## src/rtl/lsu_pkg.sv

```systemverilog
// rtl/lsu_pkg.sv - shared funct3 codes, FSM state type and legality check for the load/store unit
// Sub-word support is enabled by defining LSU_SUBWORD_EN.
package lsu_pkg;

   localparam logic [2:0] F3_B  = 3'b000;
   localparam logic [2:0] F3_H  = 3'b001;
   localparam logic [2:0] F3_W  = 3'b010;
   localparam logic [2:0] F3_BU = 3'b100;
   localparam logic [2:0] F3_HU = 3'b101;

   typedef enum logic {
      IDLE  = 1'b0,
      WRITE = 1'b1
   } lsu_state_t;

   // Load-side legality only; stores with the unsigned codes are rejected by the caller.
   function automatic logic is_illegal(input logic [2:0] funct3, input logic [1:0] addr_lo);
      logic r_bad;
      r_bad = 1'b1;
`ifdef LSU_SUBWORD_EN
      case (funct3)
         F3_B, F3_BU: r_bad = 1'b0;
         F3_H, F3_HU: r_bad = addr_lo[0];
         F3_W:        r_bad = (addr_lo != 2'b00);
         default:     r_bad = 1'b1;
      endcase
`else
      r_bad = (funct3 != F3_W) || (addr_lo != 2'b00);
`endif
      return r_bad;
   endfunction

endpackage

```

## src/rtl/lsu_lanes.sv

```systemverilog
// rtl/lsu_lanes.sv - byte/halfword lane extraction with extension, and sub-word store merge
// Instantiated only when LSU_SUBWORD_EN is defined.
module lsu_lanes
   import lsu_pkg::*;
(
   input  logic [31:0] i_word,
   input  logic [31:0] i_wdata,
   input  logic [1:0]  i_addr_lo,
   input  logic [2:0]  i_funct3,
   output logic [31:0] o_load_data,
   output logic [31:0] o_merged
);

   logic [7:0]  w_byte;
   logic [15:0] w_half;

   assign w_byte = i_word[{i_addr_lo, 3'b000} +: 8];
   assign w_half = i_addr_lo[1] ? i_word[31:16] : i_word[15:0];

   always_comb begin
      o_load_data = i_word;
      case (i_funct3)
         F3_B:    o_load_data = {{24{w_byte[7]}}, w_byte};
         F3_BU:   o_load_data = {24'h000000, w_byte};
         F3_H:    o_load_data = {{16{w_half[15]}}, w_half};
         F3_HU:   o_load_data = {16'h0000, w_half};
         default: o_load_data = i_word;
      endcase
   end

   always_comb begin
      o_merged = i_word;
      case (i_funct3)
         F3_B: o_merged[{i_addr_lo, 3'b000} +: 8] = i_wdata[7:0];
         F3_H: begin
            if (i_addr_lo[1]) o_merged[31:16] = i_wdata[15:0];
            else              o_merged[15:0]  = i_wdata[15:0];
         end
         default: o_merged = i_wdata;
      endcase
   end

endmodule

```

## src/rtl/load_store_unit.sv

```systemverilog
// rtl/load_store_unit.sv - load/store unit between memory stage and word-wide data RAM
// Define LSU_SUBWORD_EN for byte/halfword accesses (read-modify-write stores); otherwise LW/SW only.
module load_store_unit
   import lsu_pkg::*;
#(
   parameter  int profundidad = 1024,
   localparam int ADDR_W      = $clog2(profundidad)
) (
   input  logic              clk,
   input  logic              reset,
   input  logic              req_valid,
   output logic              req_ready,
   input  logic              req_write,
   input  logic [2:0]        req_funct3,
   input  logic [31:0]       req_addr,
   input  logic [31:0]       req_wdata,
   output logic              resp_valid,
   output logic [31:0]       resp_rdata,
   output logic              misaligned,
   output logic [ADDR_W-1:0] mem_address,
   output logic [31:0]       mem_write_data,
   output logic              mem_MemWrite,
   output logic              mem_MemRead,
   input  logic [31:0]       mem_read_data
);

   lsu_state_t        r_state;
   logic              r_resp_valid;
   logic [31:0]       r_resp_rdata;
   logic              r_misaligned;

   logic              w_accept;
   logic              w_illegal;
   logic              w_ok;
   logic              w_load;
   logic              w_sw;
   logic              w_rmw;
   logic              w_in_write;
   logic [ADDR_W-1:0] w_index;
   logic [31:0]       w_load_data;
   logic              w_unused;

   // Upper address bits are deliberately dropped so accesses wrap around the RAM.
   assign w_index  = req_addr[ADDR_W+1:2];
   assign w_unused = ^req_addr[31:ADDR_W+2];

   assign req_ready  = (r_state == IDLE) && !reset;
   assign w_accept   = req_valid && req_ready;
   assign w_illegal  = is_illegal(req_funct3, req_addr[1:0]) || (req_write && req_funct3[2]);
   assign w_ok       = w_accept && !w_illegal;
   assign w_load     = w_ok && !req_write;
   assign w_sw       = w_ok && req_write && (req_funct3 == F3_W);

`ifdef LSU_SUBWORD_EN
   logic [ADDR_W-1:0] r_wr_index;
   logic [31:0]       r_wr_word;
   logic [31:0]       w_merged;

   assign w_rmw      = w_ok && req_write && (req_funct3 != F3_W);
   assign w_in_write = (r_state == WRITE) && !reset;

   lsu_lanes u_lanes (
      .i_word      (mem_read_data),
      .i_wdata     (req_wdata),
      .i_addr_lo   (req_addr[1:0]),
      .i_funct3    (req_funct3),
      .o_load_data (w_load_data),
      .o_merged    (w_merged)
   );
`else
   assign w_rmw       = 1'b0;
   assign w_in_write  = 1'b0;
   assign w_load_data = mem_read_data;
`endif

   always_comb begin
      mem_MemRead    = w_load || w_rmw;
      mem_MemWrite   = w_sw || w_in_write;
      mem_address    = '0;
      mem_write_data = 32'h0;
`ifdef LSU_SUBWORD_EN
      if (w_in_write) begin
         mem_address    = r_wr_index;
         mem_write_data = r_wr_word;
      end else
`endif
      if (w_ok) begin
         mem_address = w_index;
         if (w_sw) mem_write_data = req_wdata;
      end
   end

   always_ff @(posedge clk) begin
      if (reset) begin
         r_state      <= IDLE;
         r_resp_valid <= 1'b0;
         r_resp_rdata <= 32'h0;
         r_misaligned <= 1'b0;
`ifdef LSU_SUBWORD_EN
         r_wr_index   <= '0;
         r_wr_word    <= 32'h0;
`endif
      end else begin
         r_resp_valid <= 1'b0;
         r_resp_rdata <= 32'h0;
         r_misaligned <= 1'b0;
         case (r_state)
            IDLE: begin
               if (w_accept) begin
                  if (w_illegal) begin
                     r_resp_valid <= 1'b1;
                     r_misaligned <= 1'b1;
                  end else if (!req_write) begin
                     r_resp_valid <= 1'b1;
                     r_resp_rdata <= w_load_data;
                  end else if (req_funct3 == F3_W) begin
                     r_resp_valid <= 1'b1;
                  end
`ifdef LSU_SUBWORD_EN
                  else begin
                     r_wr_index <= w_index;
                     r_wr_word  <= w_merged;
                     r_state    <= WRITE;
                  end
`endif
               end
            end
`ifdef LSU_SUBWORD_EN
            // The RAM commits the merged word on this edge; complete one cycle later.
            WRITE: begin
               r_state      <= IDLE;
               r_resp_valid <= 1'b1;
            end
`endif
            default: r_state <= IDLE;
         endcase
      end
   end

   assign resp_valid = r_resp_valid;
   assign resp_rdata = r_resp_rdata;
   assign misaligned = r_misaligned;

endmodule
```

## config.mk

```make
export PLATFORM = sky130hd
export DESIGN_NAME = load_store_unit
export DESIGN_NICKNAME = d
export VERILOG_FILES = /design/src/rtl/lsu_pkg.sv /design/src/rtl/lsu_lanes.sv /design/src/rtl/load_store_unit.sv
export SDC_FILE = /design/constraint.sdc
export NUM_CORES = 1
export LEC_CHECK = 0
export BUFFER_PORTS_ARGS = -buffer_cell sky130_fd_sc_hd__buf_2
export CORE_MARGIN = 4
export CORE_UTILIZATION = 37
export DETAILED_ROUTE_END_ITERATION = 6
export PLACE_DENSITY = 0.81
export RECOVER_POWER = 100
export SKIP_CTS_REPAIR_TIMING = 1
export SLEW_MARGIN = 0
export SYNTH_ARGS = -nofsm -noshare
export SYNTH_HDL_FRONTEND = slang
export SYNTH_HIERARCHICAL = 1
export SYNTH_SLANG_ARGS = --single-unit
```

## constraint.sdc

```tcl
create_clock -name clk -period 1.29 [get_ports clk]
set_clock_uncertainty 0.2 [all_clocks]
set_input_delay 0 -clock clk [delete_from_list [all_inputs] [get_ports clk]]
set_output_delay 0 -clock clk [all_outputs]
set_load 0.05 [all_outputs]
```

==> results by group, run 1 <==
STA
  – Slew margin rel.: 58.5%
  – Final period util: 113%
  – Fmax: 0.685 GHz
  – RSZ-0062 raised after global routing: true
  – Worst slew pin tran: 624 ps
  – WHS: -50.5 ps
  – Slew Viols, Final: 0
  – Min Clock Period, post-route: 1460 ps
  – Worst Slack Setup Final: -170 ps
  – Final Hold Viols: 14
  – Total negative slack: -5270 ps
  – Final setup vio count: 44

Routing
  – Violation count after the first detailed-route iteration: 36
  – Pre-antenna DRT Iters: 4
  – DRT antenna net count: 0
  – Via count: 2191
  – Routed WL: 7440 µm
  – Detailed-route DRC error count: 0
  – Average routed wire per standard cell: 15.3 µm
  – Vias/cell: 4.50

Placement
  – DP HPWL: 4730 µm
  – GP Congestion: 0.717
  – Place WS: -296 ps
  – Port-buffer cells: 161

Synth
  – #FFs+latches synth: 34
  – Syn. warnings: 6
  – Largest cells by area after synthesis: dfxtp_1, nor3_2, inv_1
  – Seq/Total Area, Yosys: 35.8%
  – Cells after synthesis: 210
  – Synth Cell Area: 1900 µm²
  – Post-synth top area cell: dfxtp_1
  – Synth Net Count: 313
  – Post-synth top area share: 35.8%
  – Mean Syn Cell Area: 9.06 µm²
  – Unique masters post-synth: 17

Critical path
  – Crit path DAT: 1260 ps
  – Worst Path Max Fanout: 20
  – Crit path kind: input pin to primary output
  – Startpoint type of the worst setup path: input pin
  – Slowest stage cell, crit path: or4_2
  – WP buf/inv: 3
  – Crit path cell chain: clkbuf_1 > or4_2 > buf_12 > nor2_4 > buf_6
  – Slowest Stage Delay on Critical Path: 710 ps
  – Critical Path Sink Type: primary output
  – Cell depth of the worst setup path: 5
  – WP data required: 1090 ps
  – CP top delay family: simple AND/OR/NAND/NOR gates

GRT
  – Global-route wire length before repair: 8700 µm
  – Largest net degree at the start of global routing: 27
  – Vias in the first global route: 1971
  – Grt ovf: 0
  – GRT Total Usage: 17.3%
  – Initial antenna violation count: 0

Pwr
  – Clk pwr share: 42.0%
  – Power Density: 692 nW/µm²
  – Combinational share of power: 19.6%
  – VDD IR-drop max: 0.462 mV
  – Internal Power: 2080 µW
  – Flop pwr share: 38.4%
  – Design Power: 2750 µW
  – Switching part of the total power: 24.4%
  – Leakage: 0.00211 µW
  – Psw: 673 µW

Finish
  – Finished Core Util: 82.1%
  – Nets: 521
  – P&R area growth vs syn: 109%
  – Layout cells sized above 1: 60.6%
  – Layout fillers: 270

Floorplan
  – Row count: 25
  – DIE HEIGHT: 79.7 µm
  – Die X: 79.7 µm
  – Initial core utilization: 39.3%
  – IO Pins: 182
  – Die Footprint: 6350 µm²
  – Core Box Area: 4850 µm²

Worst hold path
  – Worst Hold Endpoint: misaligned
  – Hold crit path type: input pin to register
  – Worst hold start: req_addr[0]
  – Worst hold path cell count: 3

Clock network
  – # clock sinks: 34
  – Total clock buffers created by CTS: 5
  – CTS tree: yes
  – CTS H-tree depth: 2
  – Clock Pin Slew Worst Setup and Hold Paths: 70 ps
  – CTS Buffer Depth: 2
  – Root buffer cell: clkbuf_8

Outcome
  – Status: finished, violations left
  – Failing checks: negative hold slack, negative setup slack

Job
  – Max cap viols: 0
## routing by layer
layer  GRT usage [%]  routed length, µm  vias to the layer above
li1                -                  -                     1060
met1            17.2               2570                     1003
met2            32.8               4000                      116
met3            7.67                756                       12
met4            3.61                116                        0
met5               0                  0                        -
## cells by family (layout without fill, tap and decap cells)
logic type      after synthesis  count (layout)  share of synthesized area (%)
simple gates                 81              82                           41.7
other cells                   0               1                              0
buf+inv                      94             302                           22.0
flops                        34              34                           35.8
compound gates                1               1                          0.526
## worst max path at each step
stage                     slack, ps     startpoint                end
after CTS                      -300  req_funct3[0]     mem_address[6]
after global routing           -220  req_funct3[2]  mem_write_data[1]
after floorplan                -260  req_funct3[0]     mem_address[0]
after global placement         -250  req_funct3[0]     mem_address[9]
after detailed placement       -300  req_funct3[0]     mem_address[6]
final                          -170  req_funct3[0]        mem_MemRead
## cell usage after synthesis (all sizes together)
| master | n |
|---|---|
| buf | 18 |
| or4 | 1 |
| nor3 | 64 |
| or4b | 2 |
| nand2b | 1 |
| nor2 | 2 |
| nand4bb | 1 |
| dfxtp | 34 |
| o21ba | 1 |
| inv | 76 |
| nor4 | 10 |
## cell usage in the layout, fill, tap and decap left out
| master | instances |
|---|---|
| buf_12 | 5 |
| clkbuf_16 | 1 |
| nand2b_1 | 1 |
| buf_8 | 2 |
| diode_2 | 1 |
| clkinv_4 | 1 |
| nand4bb_4 | 1 |
| clkbuf_2 | 36 |
| nor3_4 | 32 |
| o21ba_2 | 1 |
| buf_2 | 78 |
| buf_6 | 47 |
| clkbuf_8 | 5 |
| nor3_2 | 15 |
| nor3_1 | 17 |
| clkbuf_1 | 5 |
| bufinv_16 | 2 |
| or4b_4 | 3 |
| dlygate4sd3_1 | 32 |
| or4_2 | 1 |
| nor2_4 | 2 |
| dfxtp_1 | 34 |
| buf_4 | 11 |
| inv_1 | 76 |
| nor4_4 | 10 |
| buf_16 | 1 |
## layout make-up
type | count | area, µm² | area share (%)
well taps | 67 | 83.8 | 2.11
multi-input cells | 83 | 1080 | 27.3
flip-flops and latches | 34 | 681 | 17.1
diodes | 1 | 2.50 | 0.0629
clock buffers | 5 | 68.8 | 1.73
clock inverters | 3 | 68.8 | 1.73
repair buffers | 218 | 1700 | 42.8
inverters | 76 | 285 | 7.17
## power groups by stage
stage	Combinational (µW)	Sequential (µW)	Clock, µW
floorplan	234	1100	0
global placement	428	1080	0
detailed placement	440	1080	0
CTS	442	1060	1180
global route	582	1060	1220
finish	540	1060	1160
## tightest hold or removal path: cells and delay by family
family	cells	cell delay, ps
AND/OR/NAND/NOR	1	180
AO/OA/AOI/OAI	1	130
buffers and inverters	1	80
## registers in the layout, indices dropped and copies added, names as in the netlist
register    count
resp_rdata     32
resp_valid      1
misaligned      1
## through the flow
| stage | hold slack, ps | cells | area [µm²] |
|---|---|---|---|
| final | -50.5 | 487 | 3980 |
| after global routing | -47.7 | 486 | 3980 |
| after CTS | -271 | 450 | 3370 |
| after floorplan | -133 | 210 | 2240 |
| after global placement | 29.8 | 442 | 3240 |
| after detailed placement | 29.6 | 442 | 3240 |
(Power assumes the default switching activity.)
==> inputs of run 2 (changes only) <==
--- a/config.mk
+++ b/config.mk
@@ -5,12 +5,13 @@
 export SDC_FILE = /design/constraint.sdc
 export NUM_CORES = 1
 export LEC_CHECK = 0
-export BUFFER_PORTS_ARGS = -buffer_cell sky130_fd_sc_hd__buf_2
-export CORE_MARGIN = 4
-export CORE_UTILIZATION = 37
+export CORE_AREA = 4 4 69 71
+export CTS_BUF_LIST = sky130_fd_sc_hd__clkbuf_8 sky130_fd_sc_hd__clkbuf_16
 export DETAILED_ROUTE_END_ITERATION = 6
-export PLACE_DENSITY = 0.81
+export DIE_AREA = 0 0 73 75
+export DONT_BUFFER_PORTS = 1
 export RECOVER_POWER = 100
+export REMOVE_ABC_BUFFERS = 1
 export SKIP_CTS_REPAIR_TIMING = 1
 export SLEW_MARGIN = 0
 export SYNTH_ARGS = -nofsm -noshare
==> results by group, run 2 (same netlist as run 1, synthesis figures left out) <==
Routing
  – Pre-antenna DRT Iters: 2 (-2)
  – Violation count after the first detailed-route iteration: 22 (-39%)
  – Via count: 1640 (-25%)
  – Average routed wire per standard cell: 16.3 µm (+6.5%)
  – Vias/cell: 4.82 (+7.2%)
  – Routed WL: 5530 µm (-26%)
  – Detailed-route DRC error count: 0 (unchanged)
  – DRT antenna net count: 0 (unchanged)

STA
  – Final period util: 104% (-9.2 points)
  – RSZ-0062 raised after global routing: true
  – Worst Slack Setup Final: -50.4 ps (+119 ps)
  – Worst slew pin tran: 517 ps (-107 ps)
  – Slew margin rel.: 65.5% (+6.9 points)
  – Fmax: 0.746 GHz (+8.9%)
  – Slew Viols, Final: 0 (unchanged)
  – Min Clock Period, post-route: 1340 ps (-119 ps)
  – Final Hold Viols: 41 (+27)
  – WHS: -325 ps (-275 ps)
  – Final setup vio count: 31 (-30%)

Floorplan
  – Die Footprint: 5480 µm² (-14%)
  – DIE HEIGHT: 75 µm (-5.9%)
  – Die X: 73 µm (-8.4%)
  – Initial core utilization: 44.9% (+5.7 points)
  – IO Pins: 182 (unchanged)
  – Core Box Area: 4230 µm² (-13%)
  – Row count: 24 (-4.0%)

Finish
  – Most common cell after layout, fill and taps aside: inv_1
  – Layout cells sized above 1: 47.2% (-13 points)
  – Max reg flops: 32 (unchanged)
  – # diodes: 0 (-1)
  – Nets: 390 (-25%)
  – Layout fillers: 307 (+14%)
  – Most frequent cells in the layout: inv_1, nor3_2, dlygate4sd3_1, dfxtp_1, buf_6
  – P&R area growth vs syn: 59.9%

Critical path
  – WP data required: 1090 ps (about the same)
  – Worst Path Max Fanout: 10 (-50%)
  – Crit path kind: input pin to primary output
  – Crit path DAT: 1140 ps (-120 ps)
  – Startpoint type of the worst setup path: input pin
  – Critical Path Sink Type: primary output

Clock network
  – CTS H-tree depth: 2 (unchanged)
  – CTS tree: yes
  – Root buffer cell: clkbuf_8
  – Clock Pin Slew Worst Setup and Hold Paths: 60 ps (about the same)
  – CTS Buffer Depth: 2 (unchanged)
  – Total clock buffers created by CTS: 5 (unchanged)
  – # clock sinks: 34 (unchanged)

Pwr
  – VDD IR-drop max: 0.352 mV (-24%)
  – Leakage: 0.00138 µW (-35%)
  – Power Density: 709 nW/µm² (+2.5%)

Placement
  – Place WS: -230 ps (+65.5 ps)
  – DP HPWL: 3700 µm (-22%)
  – GP Congestion: 0.683 (-4.6%)
  – Port-buffer cells: 0 (-100%)

Worst hold path
  – Worst hold path cell count: 1 (-2)
  – Worst hold start: req_funct3[2]
  – Worst Hold Endpoint: misaligned
  – Hold crit path type: input pin to register

Job
  – Max cap viols: 0 (unchanged)

Outcome
  – Status: finished, violations left
  – Failing checks: negative hold slack, negative setup slack

GRT
  – GRT Total Usage: 16.0% (-1.3 points)
  – Initial antenna violation count: 0 (unchanged)
  – Grt ovf: 0 (unchanged)
  – Global-route wire length before repair: 6800 µm (-22%)
  – Largest net degree at the start of global routing: 35 (+30%)
  – Vias in the first global route: 1426 (-28%)
run 2: cell count changes in the layout (fill, tap and decap cells not counted), sizes merged:
cell / change
buf: -92
clkbuf: -40
bufinv: -2
dlygate4sd3: +2
diode: -1
inv: +1
run 2: worst max-delay path, cell delays in order:
cell and delay (ps):
or4b_4 590, clkbuf_16 220, nor3_2 140, buf_6 190
run 2: stage by stage:
stage / utilization (%) / std cells / total power [µW] / setup TNS, ps / instance area [µm²]
after floorplan: - / 192 / 1240 / -172970 / 1770
after global placement: 55.1 / 296 / 1290 / -8470 / 2330
after detailed placement: 55.1 / 296 / 1290 / -9330 / 2330
after CTS: 57.3 / 304 / 2060 / -7450 / 2430
after global routing: 71.9 / 340 / 2260 / -1710 / 3040
final: 71.9 / 340 / 2160 / -580 / 3040
run 2: worst max path at each step:
stage	start	end	slack (ps)	cells past startpoint
final	req_funct3[0]	mem_write_data[8]	-50	4
after global routing	req_funct3[0]	mem_write_data[11]	-80	4
after CTS	req_funct3[0]	mem_write_data[31]	-240	4
after detailed placement	req_funct3[0]	mem_write_data[19]	-230	4
after global placement	req_funct3[0]	mem_write_data[10]	-210	4
after floorplan	reset	mem_write_data[0]	-3440	2
run 2: final cells by class:
type / instances / area (µm²) / share of cell area, %
Tap cell: 52 / 65.1 / 2.14
Clock buffer: 6 / 82.6 / 2.71
Timing Repair Buffer: 87 / 958 / 31.5
Clock inverter: 2 / 8.76 / 0.288
Multi-Input combinational cell: 83 / 962 / 31.6
Sequential cell: 34 / 681 / 22.4
Inverter: 76 / 285 / 9.38
run 2: report_power, final:
part / leakage (µW) / switching (µW) / internal (µW)
Clock: 0.0000524 / 351 / 422
Combinational: 0.00105 / 172 / 137
Sequential: 0.000274 / 21.3 / 1050
run 2: per-layer routing:
layer | global-route usage, % | vias to the layer above | wire length [µm]
li1 | - | 790 | -
met1 | 17.6 | 751 | 1920
met2 | 25.7 | 95 | 2920
met3 | 9.08 | 4 | 650
met4 | 6.15 | 0 | 38
met5 | 0 | - | 0
==> inputs of run 3 (changes only) <==
--- a/config.mk
+++ b/config.mk
@@ -10,6 +10,7 @@
 export DETAILED_ROUTE_END_ITERATION = 6
 export DIE_AREA = 0 0 73 75
 export DONT_BUFFER_PORTS = 1
+export GPL_TIMING_DRIVEN = 0
 export RECOVER_POWER = 100
 export REMOVE_ABC_BUFFERS = 1
 export SKIP_CTS_REPAIR_TIMING = 1
==> results by group, run 3 (same netlist as run 1, synthesis figures left out) <==
Placement
  – GP Congestion: 0.696 (+1.8%)
  – DP HPWL: 3190 µm (-14%)
  – Port-buffer cells: 0 (unchanged)

Critical path
  – Crit path from: req_funct3[0]
  – Crit path kind: input pin to primary output
  – WP data required: 1090 ps (about the same)
  – Crit path DAT: 1340 ps (+200 ps)
  – Crit path cell chain: or4b_4 > nor4_4
  – Cell depth of the worst setup path: 2 (-2)
  – Worst Path Max Fanout: 5 (-5)
  – Slowest Stage Delay on Critical Path: 730 ps (+140 ps)
  – WP buf/inv: 0 (-2)
  – CP top delay family: simple AND/OR/NAND/NOR gates
  – Slowest stage cell, crit path: nor4_4
  – Critical Path Sink Type: primary output
  – Setup crit end: mem_address[7]
  – Startpoint type of the worst setup path: input pin

Floorplan
  – Die Footprint: 5480 µm² (unchanged)
  – IO Pins: 182 (unchanged)
  – Row count: 24 (unchanged)
  – Initial core utilization: 44.9% (unchanged)
  – Die X: 73 µm (unchanged)
  – Core Box Area: 4230 µm² (unchanged)
  – DIE HEIGHT: 75 µm (unchanged)

Clock network
  – Total clock buffers created by CTS: 5 (unchanged)
  – CTS Buffer Depth: 2 (unchanged)
  – CTS H-tree depth: 2 (unchanged)
  – CTS tree: yes
  – Clock Pin Slew Worst Setup and Hold Paths: 60 ps (about the same)
  – # clock sinks: 34 (unchanged)
  – Root buffer cell: clkbuf_8

GRT
  – Vias in the first global route: 1167 (-18%)
  – Initial antenna violation count: 0 (unchanged)
  – Grt ovf: 0 (unchanged)
  – GRT Total Usage: 13.3% (-2.7 points)
  – Global-route wire length before repair: 5530 µm (-19%)
  – Largest net degree at the start of global routing: 37 (+5.7%)

STA
  – Final setup vio count: 43 (+39%)
  – Final Hold Viols: 49 (+20%)
  – Worst Slack Setup Final: -253 ps (-203 ps)
  – Fmax: 0.648 GHz (-13%)
  – Slew margin rel.: 48.5% (-17 points)
  – RSZ-0062 raised after global routing: true
  – Worst slew pin tran: 767 ps (+250 ps)
  – WHS: -328 ps (-2.81 ps)
  – Slew Viols, Final: 0 (unchanged)
  – Total negative slack: -7520 ps (-6940 ps)
  – Min Clock Period, post-route: 1540 ps (+203 ps)
  – Final period util: 120% (+16 points)

Finish
  – Layout cells sized above 1: 38.7% (-8.5 points)
  – P&R area growth vs syn: 44.7%
  – Most frequent cells in the layout: inv_1, dlygate4sd3_1, dfxtp_1, nor3_4, nor3_2
  – Most common cell after layout, fill and taps aside: inv_1
  – Max reg flops: 32 (unchanged)
  – # diodes: 0 (unchanged)
  – Layout fillers: 317 (+3.3%)
  – Finished Core Util: 65.0% (-6.8 points)
  – Nets: 345 (-12%)

Pwr
  – VDD IR-drop max: 0.350 mV (-0.56%)
  – Power Density: 789 nW/µm² (+11%)
  – Leakage: 0.00126 µW (-8.1%)

Routing
  – Via count: 1472 (-10%)
  – Pre-antenna DRT Iters: 2 (unchanged)
  – DRT antenna net count: 0 (unchanged)
  – Routed WL: 5260 µm (-4.8%)
  – Violation count after the first detailed-route iteration: 26 (+18%)
  – Detailed-route DRC error count: 0 (unchanged)
  – Average routed wire per standard cell: 17.8 µm (+9.7%)
  – Vias/cell: 4.99 (+3.4%)

Job
  – Max cap viols: 0 (unchanged)

Outcome
  – Status: finished, violations left
  – Failing checks: negative hold slack, negative setup slack

Worst hold path
  – Hold crit path type: input pin to register
run 3: changes by cell type in the layout (fill, tap and decap cells not counted), sizes merged:
cell / before / now
buf: 52 / 4
clkbuf: 7 / 8
nand4bb: 1 / 2
dlygate4sd3: 34 / 35
run 3: worst min path at each step:
stage,startpoint,to,cells past startpoint,slack (ps)
2_1_floorplan,req_funct3[2],mem_address[2],1,-130
3_3_place_gp,req_funct3[2],mem_address[2],1,-130
3_5_place_dp,req_funct3[2],mem_address[2],1,-130
4_1_cts,mem_read_data[7],resp_rdata[7],2,-370
5_1_grt,req_funct3[2],misaligned,1,-350
6_report,req_funct3[2],misaligned,1,-330
run 3: layer usage:
metal  share of wire (%)  track usage [%]  up-vias
met2                  55             22.4       97
met4                 1.0             5.53        0
met5                   0                0        -
met1                  34             13.5      664
met3                 9.2             7.61        5
li1                    -                -      706
run 3: final cells by class:
type	count	area (µm²)	area share (%)
flip-flops and latches	34	681	24.7
clock buffers	6	82.6	3.00
well taps	52	65.1	2.36
multi-input cells	84	1180	42.7
inverters	76	285	10.4
clock inverters	2	8.76	0.318
repair buffers	41	455	16.5
run 3: power breakdown:
group / internal (µW) / switching (µW)
registers: 1060 / 21.2
clock network: 422 / 341
logic: 131 / 203
total: 1610 / 566
run 3: through the flow:
| stage | setup slack, ps | instances | cell area (µm²) | total power, µW |
|---|---|---|---|---|
| floorplan | -3440 | 192 | 1770 | 1240 |
| global placement | -4440 | 244 | 1840 | 1260 |
| detailed placement | -1040 | 246 | 1900 | 1270 |
| CTS | -1050 | 254 | 2000 | 2040 |
| global route | -294 | 295 | 2750 | 2280 |
| finish | -253 | 295 | 2750 | 2170 |
